$ cat src/rtl/display_pkg.sv
// Shared glyph codes, segment patterns and requester ids
// for the 4-digit display arbiter.
package display_pkg;

  localparam logic [4:0] G_0 = 5'd0;
  localparam logic [4:0] G_1 = 5'd1;
  localparam logic [4:0] G_2 = 5'd2;
  localparam logic [4:0] G_3 = 5'd3;
  localparam logic [4:0] G_4 = 5'd4;
  localparam logic [4:0] G_5 = 5'd5;
  localparam logic [4:0] G_6 = 5'd6;
  localparam logic [4:0] G_7 = 5'd7;
  localparam logic [4:0] G_8 = 5'd8;
  localparam logic [4:0] G_9 = 5'd9;
  localparam logic [4:0] G_A = 5'd10;
  localparam logic [4:0] G_C = 5'd11;
  localparam logic [4:0] G_E = 5'd12;
  localparam logic [4:0] G_G = 5'd13;
  localparam logic [4:0] G_H = 5'd14;
  localparam logic [4:0] G_L = 5'd15;
  localparam logic [4:0] G_O = 5'd16;
  localparam logic [4:0] G_P = 5'd17;
  localparam logic [4:0] G_R = 5'd18;
  localparam logic [4:0] G_S = 5'd19;
  localparam logic [4:0] G_U = 5'd20;
  localparam logic [4:0] G_V = 5'd21;
  localparam logic [4:0] G_Y = 5'd22;
  localparam logic [4:0] G_BLANK = 5'd31;

  // {g,f,e,d,c,b,a}, a segment is lit when its bit is 0
  localparam logic [6:0] SEG_0 = 7'b1000000;
  localparam logic [6:0] SEG_1 = 7'b1111001;
  localparam logic [6:0] SEG_2 = 7'b0100100;
  localparam logic [6:0] SEG_3 = 7'b0110000;
  localparam logic [6:0] SEG_4 = 7'b0011001;
  localparam logic [6:0] SEG_5 = 7'b0010010;
  localparam logic [6:0] SEG_6 = 7'b0000010;
  localparam logic [6:0] SEG_7 = 7'b1111000;
  localparam logic [6:0] SEG_8 = 7'b0000000;
  localparam logic [6:0] SEG_9 = 7'b0010000;
  localparam logic [6:0] SEG_A = 7'b0001000;
  localparam logic [6:0] SEG_C = 7'b1000110;
  localparam logic [6:0] SEG_E = 7'b0000110;
  localparam logic [6:0] SEG_G = 7'b1000010;
  localparam logic [6:0] SEG_H = 7'b0001001;
  localparam logic [6:0] SEG_L = 7'b1000111;
  localparam logic [6:0] SEG_O = 7'b1000000;
  localparam logic [6:0] SEG_P = 7'b0001100;
  localparam logic [6:0] SEG_R = 7'b0101111;
  localparam logic [6:0] SEG_S = 7'b0010010;
  localparam logic [6:0] SEG_U = 7'b1000001;
  localparam logic [6:0] SEG_V = 7'b1100011;
  localparam logic [6:0] SEG_Y = 7'b0010001;
  localparam logic [6:0] SEG_OFF = 7'b1111111;

  localparam logic [1:0] REQ_OVER = 2'd0;
  localparam logic [1:0] REQ_TURN = 2'd1;
  localparam logic [1:0] REQ_SCORE = 2'd2;

  typedef enum logic {
    IDLE,
    SHOW
  } arb_state_e;

  function automatic logic [1:0] lowest(input logic [2:0] r);
    if (r[0]) return REQ_OVER;
    if (r[1]) return REQ_TURN;
    return REQ_SCORE;
  endfunction

endpackage

$ cat src/rtl/display_arbiter_glyph_decoder.sv
// Glyph code to active-low segment ROM.
// Undefined codes go dark.
module glyph_decoder
  import display_pkg::*;
(
  input  logic [4:0] code,
  output logic [6:0] seg
);

  always_comb begin
    seg = SEG_OFF;
    case (code)
      G_0: seg = SEG_0;
      G_1: seg = SEG_1;
      G_2: seg = SEG_2;
      G_3: seg = SEG_3;
      G_4: seg = SEG_4;
      G_5: seg = SEG_5;
      G_6: seg = SEG_6;
      G_7: seg = SEG_7;
      G_8: seg = SEG_8;
      G_9: seg = SEG_9;
      G_A: seg = SEG_A;
      G_C: seg = SEG_C;
      G_E: seg = SEG_E;
      G_G: seg = SEG_G;
      G_H: seg = SEG_H;
      G_L: seg = SEG_L;
      G_O: seg = SEG_O;
      G_P: seg = SEG_P;
      G_R: seg = SEG_R;
      G_S: seg = SEG_S;
      G_U: seg = SEG_U;
      G_V: seg = SEG_V;
      G_Y: seg = SEG_Y;
      default: seg = SEG_OFF;
    endcase
  end

endmodule

$ cat src/rtl/display_arbiter.sv
// Shares the 4-digit display between three requesters,
// with hold-time arbitration, digit scanning and blinking.
module display_arbiter
  import display_pkg::*;
#(
  parameter int SCAN_DIV    = 50000,
  parameter int BLINK_TICKS = 1000,
  parameter int MIN_HOLD    = 2000
) (
  input  logic        clk,
  input  logic        rst,
  input  logic [2:0]  req,
  input  logic [19:0] msg0,
  input  logic [19:0] msg1,
  input  logic [19:0] msg2,
  input  logic [2:0]  blink,
  output logic [2:0]  grant,
  output logic [3:0]  pos,
  output logic [6:0]  display
);

  localparam int PW = (SCAN_DIV > 1) ? $clog2(SCAN_DIV) : 1;
  localparam int BW = (BLINK_TICKS > 1) ? $clog2(BLINK_TICKS) : 1;
  localparam int HW = $clog2(MIN_HOLD + 1);

  logic [PW-1:0] pcnt;
  logic          tick;
  logic [1:0]    scan;
  logic [BW-1:0] bcnt;
  logic          phase;

  arb_state_e    state, state_n;
  logic [1:0]    owner, owner_n;
  logic [HW-1:0] hold, hold_n;
  logic          load;
  logic [19:0]   snap, tgt_msg;
  logic          snap_blink, tgt_blink;
  logic [4:0]    code;
  logic [6:0]    seg;

  assign tick = (pcnt == PW'(SCAN_DIV - 1));

  always_ff @(posedge clk or posedge rst) begin
    if (rst) begin
      pcnt  <= '0;
      scan  <= '0;
      bcnt  <= '0;
      phase <= 1'b0;
    end else begin
      pcnt <= tick ? '0 : pcnt + 1'b1;
      if (tick) begin
        scan <= scan + 1'b1;
        if (bcnt == BW'(BLINK_TICKS - 1)) begin
          bcnt  <= '0;
          phase <= ~phase;
        end else begin
          bcnt <= bcnt + 1'b1;
        end
      end
    end
  end

  // At hold==0 the lowest requester either is the owner
  // (stay) or differs from it (switch, reload hold).
  always_comb begin
    state_n = state;
    owner_n = owner;
    hold_n  = hold;
    load    = 1'b0;
    unique case (state)
      IDLE: begin
        if (|req) begin
          state_n = SHOW;
          owner_n = lowest(req);
          hold_n  = HW'(MIN_HOLD);
          load    = 1'b1;
        end
      end
      SHOW: begin
        if (hold != '0) begin
          if (tick) hold_n = hold - 1'b1;
          load = req[owner];
        end else if (|req) begin
          owner_n = lowest(req);
          load    = 1'b1;
          if (owner_n != owner) hold_n = HW'(MIN_HOLD);
        end else begin
          state_n = IDLE;
        end
      end
      default: state_n = IDLE;
    endcase
  end

  always_comb begin
    tgt_msg   = msg0;
    tgt_blink = blink[0];
    case (owner_n)
      REQ_TURN: begin
        tgt_msg   = msg1;
        tgt_blink = blink[1];
      end
      REQ_SCORE: begin
        tgt_msg   = msg2;
        tgt_blink = blink[2];
      end
      default: ;
    endcase
  end

  always_ff @(posedge clk or posedge rst) begin
    if (rst) begin
      state      <= IDLE;
      owner      <= REQ_OVER;
      hold       <= '0;
      snap       <= '0;
      snap_blink <= 1'b0;
    end else begin
      state <= state_n;
      owner <= owner_n;
      hold  <= hold_n;
      if (load) begin
        snap       <= tgt_msg;
        snap_blink <= tgt_blink;
      end
    end
  end

  assign grant = (state == SHOW) ? (3'b001 << owner) : 3'b000;

  always_comb begin
    code = snap[4:0];
    case (scan)
      2'd1: code = snap[9:5];
      2'd2: code = snap[14:10];
      2'd3: code = snap[19:15];
      default: ;
    endcase
  end

  glyph_decoder u_dec (
    .code (code),
    .seg  (seg)
  );

  always_ff @(posedge clk or posedge rst) begin
    if (rst) begin
      pos     <= 4'b1111;
      display <= SEG_OFF;
    end else begin
      pos <= ~(4'b0001 << scan);
      if (state == SHOW && !(snap_blink && phase))
        display <= seg;
      else
        display <= SEG_OFF;
    end
  end

endmodule
$ cat config.mk
export PLATFORM = sky130hd
export DESIGN_NAME = display_arbiter
export DESIGN_NICKNAME = d
export VERILOG_FILES = /design/src/rtl/display_pkg.sv /design/src/rtl/display_arbiter_glyph_decoder.sv /design/src/rtl/display_arbiter.sv
export SDC_FILE = /design/constraint.sdc
export NUM_CORES = 1
export LEC_CHECK = 0
export ABC_AREA = 1
export CELL_PAD_IN_SITES_DETAIL_PLACEMENT = 1
export CELL_PAD_IN_SITES_GLOBAL_PLACEMENT = 1
export CORE_UTILIZATION = 39
export CTS_CLUSTER_SIZE = 28
export DETAILED_ROUTE_END_ITERATION = 10
export PLACE_DENSITY = 0.77
export SYNTH_ARGS = -nofsm -noshare
export SYNTH_HDL_FRONTEND = slang
export SYNTH_SLANG_ARGS = --single-unit
$ cat constraint.sdc
create_clock -name clk -period 2.9 [get_ports clk]
set_input_delay 0.58 -clock clk [delete_from_list [all_inputs] [get_ports clk]]
set_output_delay 0.58 -clock clk [all_outputs]
set_load 0.01 [all_outputs]
==> reports/qor.yml <==
hold_path.class: "reg2reg"
drive_gt1_share_pct: 11.8
vias: 4449
die_x_um: 113
switching_share_pct: 22.4
rrSetupSlack_ps: 220
synth.avg_cell_area_um2: 7.82
worstSetupEndpointType: "register"
cp.required_ps: 3120
synth_nets: 698
track_usage_pct: 22.2
skew_ps: 9.41
ys_seq_area_share_pct: 39.5
io_pins: 82
max_freq_mhz: 374
grt_max_degree: 76
synthArstFlopShare_pct: 100
fin_hold_ws_ps: 470
initial_core_util_pct: 39.9
power_density_nw_per_um2: 412
cts_setup_buffers: 0
worstSetupStartpointType: "register"
synth_area_leaders: "dfrtp_1, nand2_1, dfstp_2"
finalCriticalPeriod_ps: 2680
totalWireLength_mm: 13.3
antenna_found_initial: 0
grt_pass1_vias: 4739
tns_ps: 0
place_ws_ps: -168
finalWeightedCongestion: 0.859
criticalPathCategory: "reg2reg"
p_leak_nw: 2.98
status: "finished, final reports clean"
grt-ovfl-total: 0
slew_violations: 0
r2r-end: "snap_blink$_DFFE_PP0P_"
drt_iter0_markers: 151
maxCapViolations: 0
antenna-diode-count: 0
insertion_delay_ps: 340
utilization_pct: 50.7
p_int_mw: 1.95
path_clk_slew_ps: 60
dp_hpwl_mm: 10.2
hold_viol_final: 0
period_share_pct: 92.3
cts_buffer_depth: 2
core_um2: 12000
r2r_start: "hold[0]$_DFFE_PP0P_"
fin_ws_ps: 224
synth_ff_type: "dfrtp_1"
finalNetCount: 784
first_pass_iters: 5
synth_top_area_cell: "dfrtp_1"
grt_first_pass_wirelength_mm: 22.5
netlist_instances: 613
areaGrowthSynthToFinish_pct: 27.2
cts_root_buf: "clkbuf_16"
seqPwrFrac_pct: 43.5
cp.arrival_ps: 2900
whs_path_depth: 1
p_switching_uw: 562
wl_per_cell_um: 15.6
cts_inserted_buffers: 9
min_from: "pcnt[0]$_DFF_PP0_"
yosys-top-cells-count: "nand2_1, inv_1, dfrtp_1"
via_per_inst: 5.23
combPwrFrac_pct: 9.7
setup_viol: 0
p_clk_share_pct: 46.8
r2r_cells: 13
die_h_um: 113
synth_seq_cells: 75
cts-resized-gates: 0
synth_warnings: 0
worst_pin_slew_ps: 538
synth.cell_area_um2: 4790
ir_drop_uv: 298
die-area_um2: 12700
synth_edf_count: 0
portBuffers: 81
cts_tree: "built"
hold_buffers: 0
synth_top_area_share_pct: 33.4
clock-sinks: 75
synth.most_common_cell: "nand2_1"
crit_fanout: 21
rsz0062_at_grt: "false"
yosysUniqueCellTypes: 39
holdPathEnd: "pcnt[0]$_DFF_PP0_"
ant_nets: 0
num_rows: 40
htreeDepth: 3
drcViolationCount: 0
slew_headroom_pct: 64.0
[power by group through the flow]
stage / logic [mW] / registers, mW / clock network (mW)
detailed placement: 0.248 / 1.11 / 0
global placement: 0.244 / 1.11 / 0
floorplan: 0.0905 / 1.11 / 0
global route: 0.269 / 1.09 / 1.24
CTS: 0.249 / 1.09 / 1.21
finish: 0.244 / 1.09 / 1.17
[metal layers]
layer	track usage, %	vias to the layer above	part of all wire (%)
met5	0	-	0
met4	7.37	0	1.9
met3	4.77	18	4.2
met2	38.3	104	49
met1	27.8	2139	45
li1	-	2188	-
[cell families (layout without fill, tap and decap cells)]
group | count (synthesis) | in the layout | share of synthesized area (%)
DFF | 75 | 75 | 39.5
muxes | 17 | 17 | 3.55
adders and majority gates | 17 | 17 | 4.44
and+or+nand+nor | 317 | 317 | 30.2
AOI/OAI and AO/OA | 86 | 86 | 12.0
buffers and inverters | 85 | 176 | 7.47
xor gates and xnor gates | 16 | 16 | 2.92
[layout make-up]
cell class | count | area, um^2
multi-input combinational | 453 | 2550
clock buffer | 12 | 267
sequential | 75 | 1890
tap | 147 | 184
fill | 1487 | 5920
inverter | 72 | 270
timing repair buffer | 88 | 888
clock inverter | 4 | 47.5
[sequential cells by signal (all words and copies together) (netlist names)]
name,cells
snap_blink,1
state,1
pos,4
phase,1
owner,2
scan,2
display,7
snap,20
pcnt,16
bcnt,10
hold,11
[how the worst max path moves through the flow]
stage                   startpoint                     end  slack, ps  cells past startpoint
6_report       hold[0]$_DFFE_PP0P_  snap_blink$_DFFE_PP0P_        220                     13
5_1_grt        hold[0]$_DFFE_PP0P_  snap_blink$_DFFE_PP0P_         50                     13
4_1_cts        hold[0]$_DFFE_PP0P_  snap_blink$_DFFE_PP0P_          3                     12
3_5_place_dp                req[0]  snap_blink$_DFFE_PP0P_       -170                     12
3_3_place_gp                req[0]  snap_blink$_DFFE_PP0P_        -40                     12
2_1_floorplan  hold[0]$_DFFE_PP0P_    snap[19]$_DFFE_PP0P_        290                     13
[worst max-delay path, cell delays in order, from the launching register on]
cell and delay (ps):
dfrtp_1 400, inv_1 110, ha_1 190, nand2_1 130
nor2_4 180, nand3_4 130, nand2_4 140, nand2_1 60
a22oi_1 270, inv_1 90, ha_2 310, a22o_1 270
mux2i_1 200, o21ai_2 80
[placed cells by master (no fill, tap or decap), drive strengths merged]
master         count
clkinv             2
dfstp             11
bufinv             1
ha                17
a21boi             1
and2               1
xor2              14
nand4             17
xnor2              2
a21oi             14
a22o              21
clkdlybuf4s50     81
nor4               2
nand3             56
dfrtp             64
nand3b             1
o21bai             2
nor2              64
mux2i             17
clkinvlp           1
a22oi              1
nor3              12
o211ai             2
inv               72
o21ai             45
nand2            164
buf                7
clkbuf            12
[through the flow]
step / instances / total power, mW / instance area [um^2]
floorplan: 613 / 1.20 / 4790
global placement: 835 / 1.35 / 5780
detailed placement: 835 / 1.36 / 5780
CTS: 851 / 2.55 / 6090
global route: 851 / 2.61 / 6100
finish: 851 / 2.51 / 6100
Note: power is estimated with default switching activity, not from simulation.
